[src/rtl/ror32_if.sv]
// Request/response bundle for the iterative rotate-right unit.
// The master issues start/Ra/shift_amt; the slave returns busy/done/result.
interface ror32_if #(
  parameter int WIDTH = 32,
  parameter int AMT_W = 5
);
  logic             start;
  logic [WIDTH-1:0] Ra;
  logic [AMT_W-1:0] shift_amt;
  logic             busy;
  logic             done;
  logic [WIDTH-1:0] result;

  modport master (
    output start, Ra, shift_amt,
    input  busy, done, result
  );

  modport slave (
    input  start, Ra, shift_amt,
    output busy, done, result
  );
endinterface

[src/rtl/ror32_seq.sv]
// Iterative rotate-right: coarse rotations by COARSE bits while the remaining
// amount allows, then single-bit rotations; done pulses once per operation.
module ror32_seq #(
  parameter int WIDTH  = 32,
  parameter int AMT_W  = 5,
  parameter int COARSE = 4
) (
  input  logic    clock,
  input  logic    clear,
  ror32_if.slave  bus
);

  typedef enum logic [1:0] {
    IDLE,
    SHIFT,
    DONE
  } state_e;

  state_e           state_q, state_d;
  logic [WIDTH-1:0] work_q, work_d;
  logic [WIDTH-1:0] result_q, result_d;
  logic [AMT_W-1:0] cnt_q, cnt_d;
  logic             busy_q, busy_d;
  logic             done_q, done_d;

  logic [WIDTH-1:0] step_work;
  logic [AMT_W-1:0] step_cnt;

  // One rotation step: the largest step that does not overshoot the remaining amount.
  always_comb begin
    if (cnt_q >= AMT_W'(COARSE)) begin
      step_work = {work_q[COARSE-1:0], work_q[WIDTH-1:COARSE]};
      step_cnt  = cnt_q - AMT_W'(COARSE);
    end else begin
      step_work = {work_q[0], work_q[WIDTH-1:1]};
      step_cnt  = cnt_q - AMT_W'(1);
    end
  end

  always_comb begin
    // NOTE: every _d gets a hold/default value first so no path leaves it unassigned (no latch).
    state_d  = state_q;
    work_d   = work_q;
    cnt_d    = cnt_q;
    result_d = result_q;
    busy_d   = busy_q;
    done_d   = 1'b0;

    unique case (state_q)
      IDLE: begin
        if (bus.start) begin
          work_d = bus.Ra;
          cnt_d  = bus.shift_amt;
          busy_d = 1'b1;
          if (bus.shift_amt == '0) begin
            state_d  = DONE;
            result_d = bus.Ra;
            done_d   = 1'b1;
          end else begin
            state_d = SHIFT;
          end
        end
      end

      SHIFT: begin
        work_d = step_work;
        cnt_d  = step_cnt;
        if (step_cnt == '0) begin
          state_d  = DONE;
          result_d = step_work;
          done_d   = 1'b1;
        end
      end

      DONE: begin
        state_d = IDLE;
        busy_d  = 1'b0;
      end

      default: begin
        state_d = IDLE;
        busy_d  = 1'b0;
      end
    endcase
  end

  // NOTE: state registers use non-blocking assignments so all flops update together at the edge.
  always_ff @(posedge clock) begin
    if (clear) begin
      state_q  <= IDLE;
      work_q   <= '0;
      cnt_q    <= '0;
      result_q <= '0;
      busy_q   <= 1'b0;
      done_q   <= 1'b0;
    end else begin
      state_q  <= state_d;
      work_q   <= work_d;
      cnt_q    <= cnt_d;
      result_q <= result_d;
      busy_q   <= busy_d;
      done_q   <= done_d;
    end
  end

  assign bus.busy   = busy_q;
  assign bus.done   = done_q;
  assign bus.result = result_q;

endmodule

[src/flat_wrapper.sv]
// flat-port wrapper written by rule: the top's interface ports become plain ports
module ror32_seq_flat 
#(
  parameter int WIDTH  = 32,
  parameter int AMT_W  = 5,
  parameter int COARSE = 4
)
  (clock, clear, bus_start, bus_Ra, bus_shift_amt, bus_busy, bus_done, bus_result);
  ror32_if #(.WIDTH(WIDTH), .AMT_W(AMT_W)) bus_i ();
  input  logic clock;
  input  logic clear;
  input wire logic [$bits(bus_i.start)-1:0] bus_start;
  input wire logic [$bits(bus_i.Ra)-1:0] bus_Ra;
  input wire logic [$bits(bus_i.shift_amt)-1:0] bus_shift_amt;
  output wire logic [$bits(bus_i.busy)-1:0] bus_busy;
  output wire logic [$bits(bus_i.done)-1:0] bus_done;
  output wire logic [$bits(bus_i.result)-1:0] bus_result;
  assign bus_i.start = bus_start;
  assign bus_i.Ra = bus_Ra;
  assign bus_i.shift_amt = bus_shift_amt;
  assign bus_busy = bus_i.busy;
  assign bus_done = bus_i.done;
  assign bus_result = bus_i.result;
  ror32_seq #(.WIDTH(WIDTH), .AMT_W(AMT_W), .COARSE(COARSE)) u_core (.clock(clock), .clear(clear), .bus(bus_i));
endmodule
[config.mk]
export PLATFORM = sky130hd
export DESIGN_NAME = ror32_seq_flat
export DESIGN_NICKNAME = d
export VERILOG_FILES = /design/src/rtl/ror32_if.sv /design/src/rtl/ror32_seq.sv /design/src/flat_wrapper.sv
export SDC_FILE = /design/constraint.sdc
export NUM_CORES = 1
export LEC_CHECK = 0
export BUFFER_PORTS_ARGS = -buffer_cell sky130_fd_sc_hd__buf_2
export CAP_MARGIN = 15
export CORE_ASPECT_RATIO = 0.8
export CORE_MARGIN = 4
export CORE_UTILIZATION = 50
export CTS_CLUSTER_DIAMETER = 80
export DETAILED_ROUTE_END_ITERATION = 6
export PLACE_DENSITY = 0.78
export SETUP_SLACK_MARGIN = 0.02
export SLEW_MARGIN = 10
export SYNTH_ARGS = -nofsm -noshare
export SYNTH_HDL_FRONTEND = slang
export SYNTH_SLANG_ARGS = --single-unit
[constraint.sdc]
create_clock -name clock -period 2.8 [get_ports clock]
set_clock_uncertainty 0.2 [all_clocks]
set_input_delay 0.28 -clock clock [delete_from_list [all_inputs] [get_ports clock]]
set_output_delay 0.28 -clock clock [all_outputs]
set_load 0.1 [all_outputs]
==> results of run 1 <==
-- kinds of logic after synthesis --
group,share of synthesized area
AO/OA/AOI/OAI,0.215
buffers and inverters,0.0634
flip-flops,0.396
AND/OR/NAND/NOR,0.217
XOR/XNOR,0.00237
multiplexers,0.0922
adder cells (fa/ha/maj),0.0136
-- what timing repair did --
action	in CTS	in global routing
setup endpoints to repair	0	32
setup buffers	0	3
resized for setup	0	19
hold endpoints to repair	0	0
-- synth_stat cells (all sizes together) --
master,instances,share of area
a221oi,1,0.0041
nand2b,12,0.020
and3,1,0.0017
o21ai,56,0.076
xnor2,1,0.0024
o221ai,2,0.0047
nor4,1,0.0017
or4,2,0.0041
or3b,21,0.050
a21oi,69,0.094
a211oi,2,0.0041
or2,1,0.0017
a2111oi,3,0.0088
inv,6,0.0061
dfxtp,73,0.40
buf,12,0.027
mux2i,34,0.092
clkbuf,30,0.031
or3,12,0.020
nand2,89,0.091
nor2b,2,0.0034
or4b,1,0.0037
nor3,8,0.011
o21a,11,0.022
ha,4,0.014
a31oi,1,0.0017
nor2,9,0.0092
-- registers in the layout, indices dropped and copies added (netlist names) --
signal             count
u_core.work_q         32
u_core.bus.done        1
u_core.cnt_q           5
u_core.bus.busy        1
u_core.state_q         2
u_core.bus.result     32
-- power by group --
group	leakage, µW	internal, µW	switching (µW)
Combinational	0.00118	409	736
Sequential	0.000598	1130	82.0
Clock	0.0000846	311	400
Total	0.00187	1850	1220
-- routing by layer --
layer,part of all wire,vias up,global-route usage
met1,0.46,1663,0.301
met4,0.014,0,0.0459
met3,0.088,14,0.0563
li1,-,1740,-
met2,0.44,165,0.313
met5,0,-,0
-- path summary, 6_finish.rpt --
check	end	slack [ns]	cells after the start
worst max-delay path	u_core.bus.result[21]$_SDFFE_PP0P_	0.13	8
worst min-delay path	u_core.state_q[0]$_SDFFE_PP0P_	0.07	3
worst max register to register	u_core.bus.result[21]$_SDFFE_PP0P_	0.13	8
worst min register to register	u_core.work_q[27]$_SDFFE_PP0P_	0.27	2
-- worst max-delay path, delay by kind of cell, from the launching register on --
kind	cells	cell delay (ns)
fa+ha+maj	1	0.18
mux	1	0.34
simple gates	1	0.38
buf+inv	2	0.31
compound gates	3	0.83
flops	1	0.36
-- layout make-up --
class | count | area [µm²]
inverter | 6 | 22.5
multi-input combinational | 343 | 2090
clock buffer | 9 | 124
fill | 589 | 2510
timing repair buffer | 94 | 671
clock inverter | 6 | 36.3
sequential | 73 | 1470
tap | 87 | 109
-- through the flow --
stage                     std cells  total power [µW]
after floorplan                 464              2030
after detailed placement        595              2260
after global placement          595              2240
after global routing            618              3230
final                           618              3070
after CTS                       610              2960
==> impl_metrics.yaml, run 1 <==
timing:
  fmax_ghz: 0.374
  period_minus_slack_ns: 2.67
  tightest_slew_ns: 0.792
  hold_slack_ns: 0.0741
  fin_ws_ns: 0.127
  setup_viol: 0
  maxSlewViolCount: 0
  setup_tns_ns: 0
  period_share: 0.955
  hold_violations: 0
  relSlewSlack: 0.472
route:
  num_vias: 3582
  wl_mm: 10.4
  via_per_inst: 5.80
  remaining_drc_errors: 0
  wire_per_inst_um: 16.8
  drtPass1Iterations: 5
  drt_iter0_drc: 352
  postRouteAntennaNets: 0
hold_path:
  hold_start: "bus_start"
  hold_path_class: "input pin to flop"
placed_design:
  place_area_mm2: 0.00416
  io_buffers: 73
  dp_hpwl_mm: 6.28
  gp_congestion: 0.855
  post-place-ws_ns: 0.0901
floorplan:
  die_h_um: 84.9
  fp.dieArea_mm2: 0.00883
  io_pins: 74
  core-area_mm2: 0.00703
  rows: 27
  die-width_um: 104
  initial_utilization: 0.525
clocking:
  htree_levels: 3
  path_clk_slew_ns: 0.07
  ctsHoldBuffers: 0
  clock_path_buffers: 2
  clockRootBuffer: "clkbuf_8"
  insertion_delay_ns: 0.35
  cts_tree: "done"
  cts.sinks: 73
  cts_made_buffers: 9
worst_setup_path:
  r2r-start: "u_core.cnt_q[0]$_SDFFE_PP0P_"
  arrival_ns: 2.76
  cp.required_ns: 2.89
  slowest_delay_ns: 0.46
  cpMaxStageDelayCell: "a2111oi_4"
  cp-end-kind: "flop"
  worstSetupStartpoint: "u_core.cnt_q[0]$_SDFFE_PP0P_"
  worst-path-max-fanout: 8
  start_kind: "flop"
  path_cells: "inv_2 -> ha_4 -> a2111oi_4 -> mux2i_2 -> o221ai_4 -> clkbuf_16 -> or3_1 -> a21oi_2"
  path_class: "flop to flop"
synth:
  synth_cells: 464
  synth.distinct_cells: 32
  ys_seq_area_frac: 0.396
  ys_warn_count: 0
  synth.avg_cell_area_um2: 7.95
  synth-seq-cells: 73
  netlist_area_mm2: 0.00369
  synth_nets: 508
final_layout:
  layout_common_cells: "89 x nand2_1, 73 x buf_2, 70 x dfxtp_1"
  diodes: 0
  final_common_cell: "nand2_1"
  area_growth_pct: 22.3
  drive_above_1_share: 0.250
  fin_area_mm2: 0.00452
  utilization: 0.643
  finalNetCount: 571
power:
  power_leakage_uw: 0.00187
  power_density_mw_per_mm2: 680
  ir_drop_uv: 299
status:
  status: "finished clean"
grt:
  grt_pass1_vias: 3068
  grt_max_degree: 67
  gr-usage-all-layers: 0.208
  grt_pass1_wl_mm: 15.1
  antenna_found_initial: 0
  overflow: 0
job:
  drv_cap: 0
(Power assumes the default switching activity.)
==> inputs of run 2 (changes only) <==
- RECOVER_POWER: default -> 25
==> impl_metrics.yaml, run 2 (synthesis gave the netlist of run 1 again) <==
worst_setup_path:
  arrival_ns: 2.76
  cpMaxStageDelayCell: "a2111oi_4"
  worst-path-max-fanout: 8
  slowest_delay_ns: 0.46
  cp.required_ns: 2.89
  path_cells: "inv_2 -> ha_4 -> a2111oi_4 -> mux2i_2 -> o221ai_4 -> clkbuf_16 -> or3_1 -> a21oi_2"
  start_kind: "flop"
  path_class: "flop to flop"
  r2r_slack_ns: 0.13
  cp-end-kind: "flop"
floorplan:
  initial_utilization: 0.525
  die-width_um: 104
  die_h_um: 84.9
  io_pins: 74
  fp.dieArea_mm2: 0.00883
  rows: 27
  core-area_mm2: 0.00703
timing:
  hold_violations: 0
  period_minus_slack_ns: 2.67
  fin_ws_ns: 0.127
  relSlewSlack: 0.216
  maxSlewViolCount: 0
  tightest_slew_ns: 1.18
  fmax_ghz: 0.374
  period_share: 0.955
  setup_viol: 0
status:
  status: "finished clean"
clocking:
  cts.sinks: 73
  cts_tree: "done"
  cts_made_buffers: 9
  clock_path_buffers: 2
  htree_levels: 3
  path_clk_slew_ns: 0.07
  clockRootBuffer: "clkbuf_8"
  insertion_delay_ns: 0.35
  ctsHoldBuffers: 0
placed_design:
  io_buffers: 73
  gp_congestion: 0.855
  post-place-ws_ns: 0.0901
  dp_cells: 595
  dp_hpwl_mm: 6.28
grt:
  overflow: 0
  grt_max_degree: 67
  gr-usage-all-layers: 0.208
  grt_pass1_vias: 3068
  antenna_found_initial: 0
  grt_pass1_wl_mm: 15.1
job:
  drv_cap: 0
power:
  ir_drop_uv: 300
  power_leakage_uw: 0.00176
  power_density_mw_per_mm2: 685
route:
  postRouteAntennaNets: 0
  via_per_inst: 5.79
  wire_per_inst_um: 16.9
  num_vias: 3577
  drtPass1Iterations: 5
  remaining_drc_errors: 0
  wl_mm: 10.5
  drt_iter0_drc: 454
final_layout:
  layout.cells.non_filler: 618
  area_growth_pct: 21.5
  final_common_cell: "nand2_1"
  layout_common_cells: "89 x nand2_1, 70 x dfxtp_1, 61 x a21oi_1"
  multi_input_area_mm2: 0.00209
  drive_above_1_share: 0.203
  diodes: 0
  seq_area_mm2: 0.00147
  finalNetCount: 571
  n_fill_cell: 600
hold_path:
  hold_path_class: "input pin to flop"
## run 2: cell types whose count changed in the layout (fill, tap and decap cells not counted)
| cell | delta |
|---|---|
| clkbuf_1 | +25 |
| buf_2 | -25 |
## run 2: routing by layer
layer / vias up / wire length, µm / GRT usage
met2: 157 / 4570 / 0.313
met3: 19 / 851 / 0.0563
li1: 1737 / - / -
met4: 0 / 184 / 0.0459
met5: - / 0 / 0
met1: 1664 / 4840 / 0.301
## run 2: final cells by class
type / instances / share of cell area
Multi-Input combinational cell: 343 / 0.466
Sequential cell: 73 / 0.327
Timing Repair Buffer: 94 / 0.143
Clock buffer: 9 / 0.0276
Tap cell: 87 / 0.0243
Clock inverter: 6 / 0.00809
Inverter: 6 / 0.00502
## run 2: through the flow
| stage | setup TNS [ns] | hold slack [ns] | cell area [µm²] | power, µW | utilization |
|---|---|---|---|---|---|
| floorplan | 0 | 0.248 | 3690 | 2030 | - |
| global placement | 0 | 0.259 | 4160 | 2240 | 0.592 |
| detailed placement | 0 | 0.264 | 4160 | 2260 | 0.592 |
| CTS | 0 | 0.0634 | 4320 | 2960 | 0.615 |
| global route | -0.419 | 0.0953 | 4480 | 3220 | 0.638 |
| finish | 0 | 0.0767 | 4480 | 3070 | 0.638 |
## run 2: what timing repair did
action | 4_1_cts | 5_1_grt
endpoints found under the setup margin | 0 | 32
resized for setup | 0 | 19
buffers inserted | 0 | 3
## run 2: path summary, 6_finish.rpt
path                                                      from                                  to  depth (start not counted)
worst min-delay path                                 bus_start      u_core.state_q[0]$_SDFFE_PP0P_                          3
worst max-delay path              u_core.cnt_q[0]$_SDFFE_PP0P_  u_core.bus.result[21]$_SDFFE_PP0P_                          8
worst max register to register    u_core.cnt_q[0]$_SDFFE_PP0P_  u_core.bus.result[21]$_SDFFE_PP0P_                          8
worst min register to register  u_core.work_q[27]$_SDFFE_PP0P_      u_core.work_q[27]$_SDFFE_PP0P_                          2
## run 2: critical path: cells and delay by family (launching register included)
family | cells | cell delay (ns)
and+or+nand+nor | 1 | 0.38
adders and majority gates | 1 | 0.18
DFF | 1 | 0.36
AOI/OAI and AO/OA | 3 | 0.83
buffers and inverters | 2 | 0.31
muxes | 1 | 0.34
## run 2: where the power goes
group	switching, µW	internal (µW)	leakage (µW)	total [µW]
sequential	82.8	1130	0.000598	1220
combinational	738	402	0.00108	1140
clock	404	312	0.0000846	716
total	1220	1850	0.00176	3070
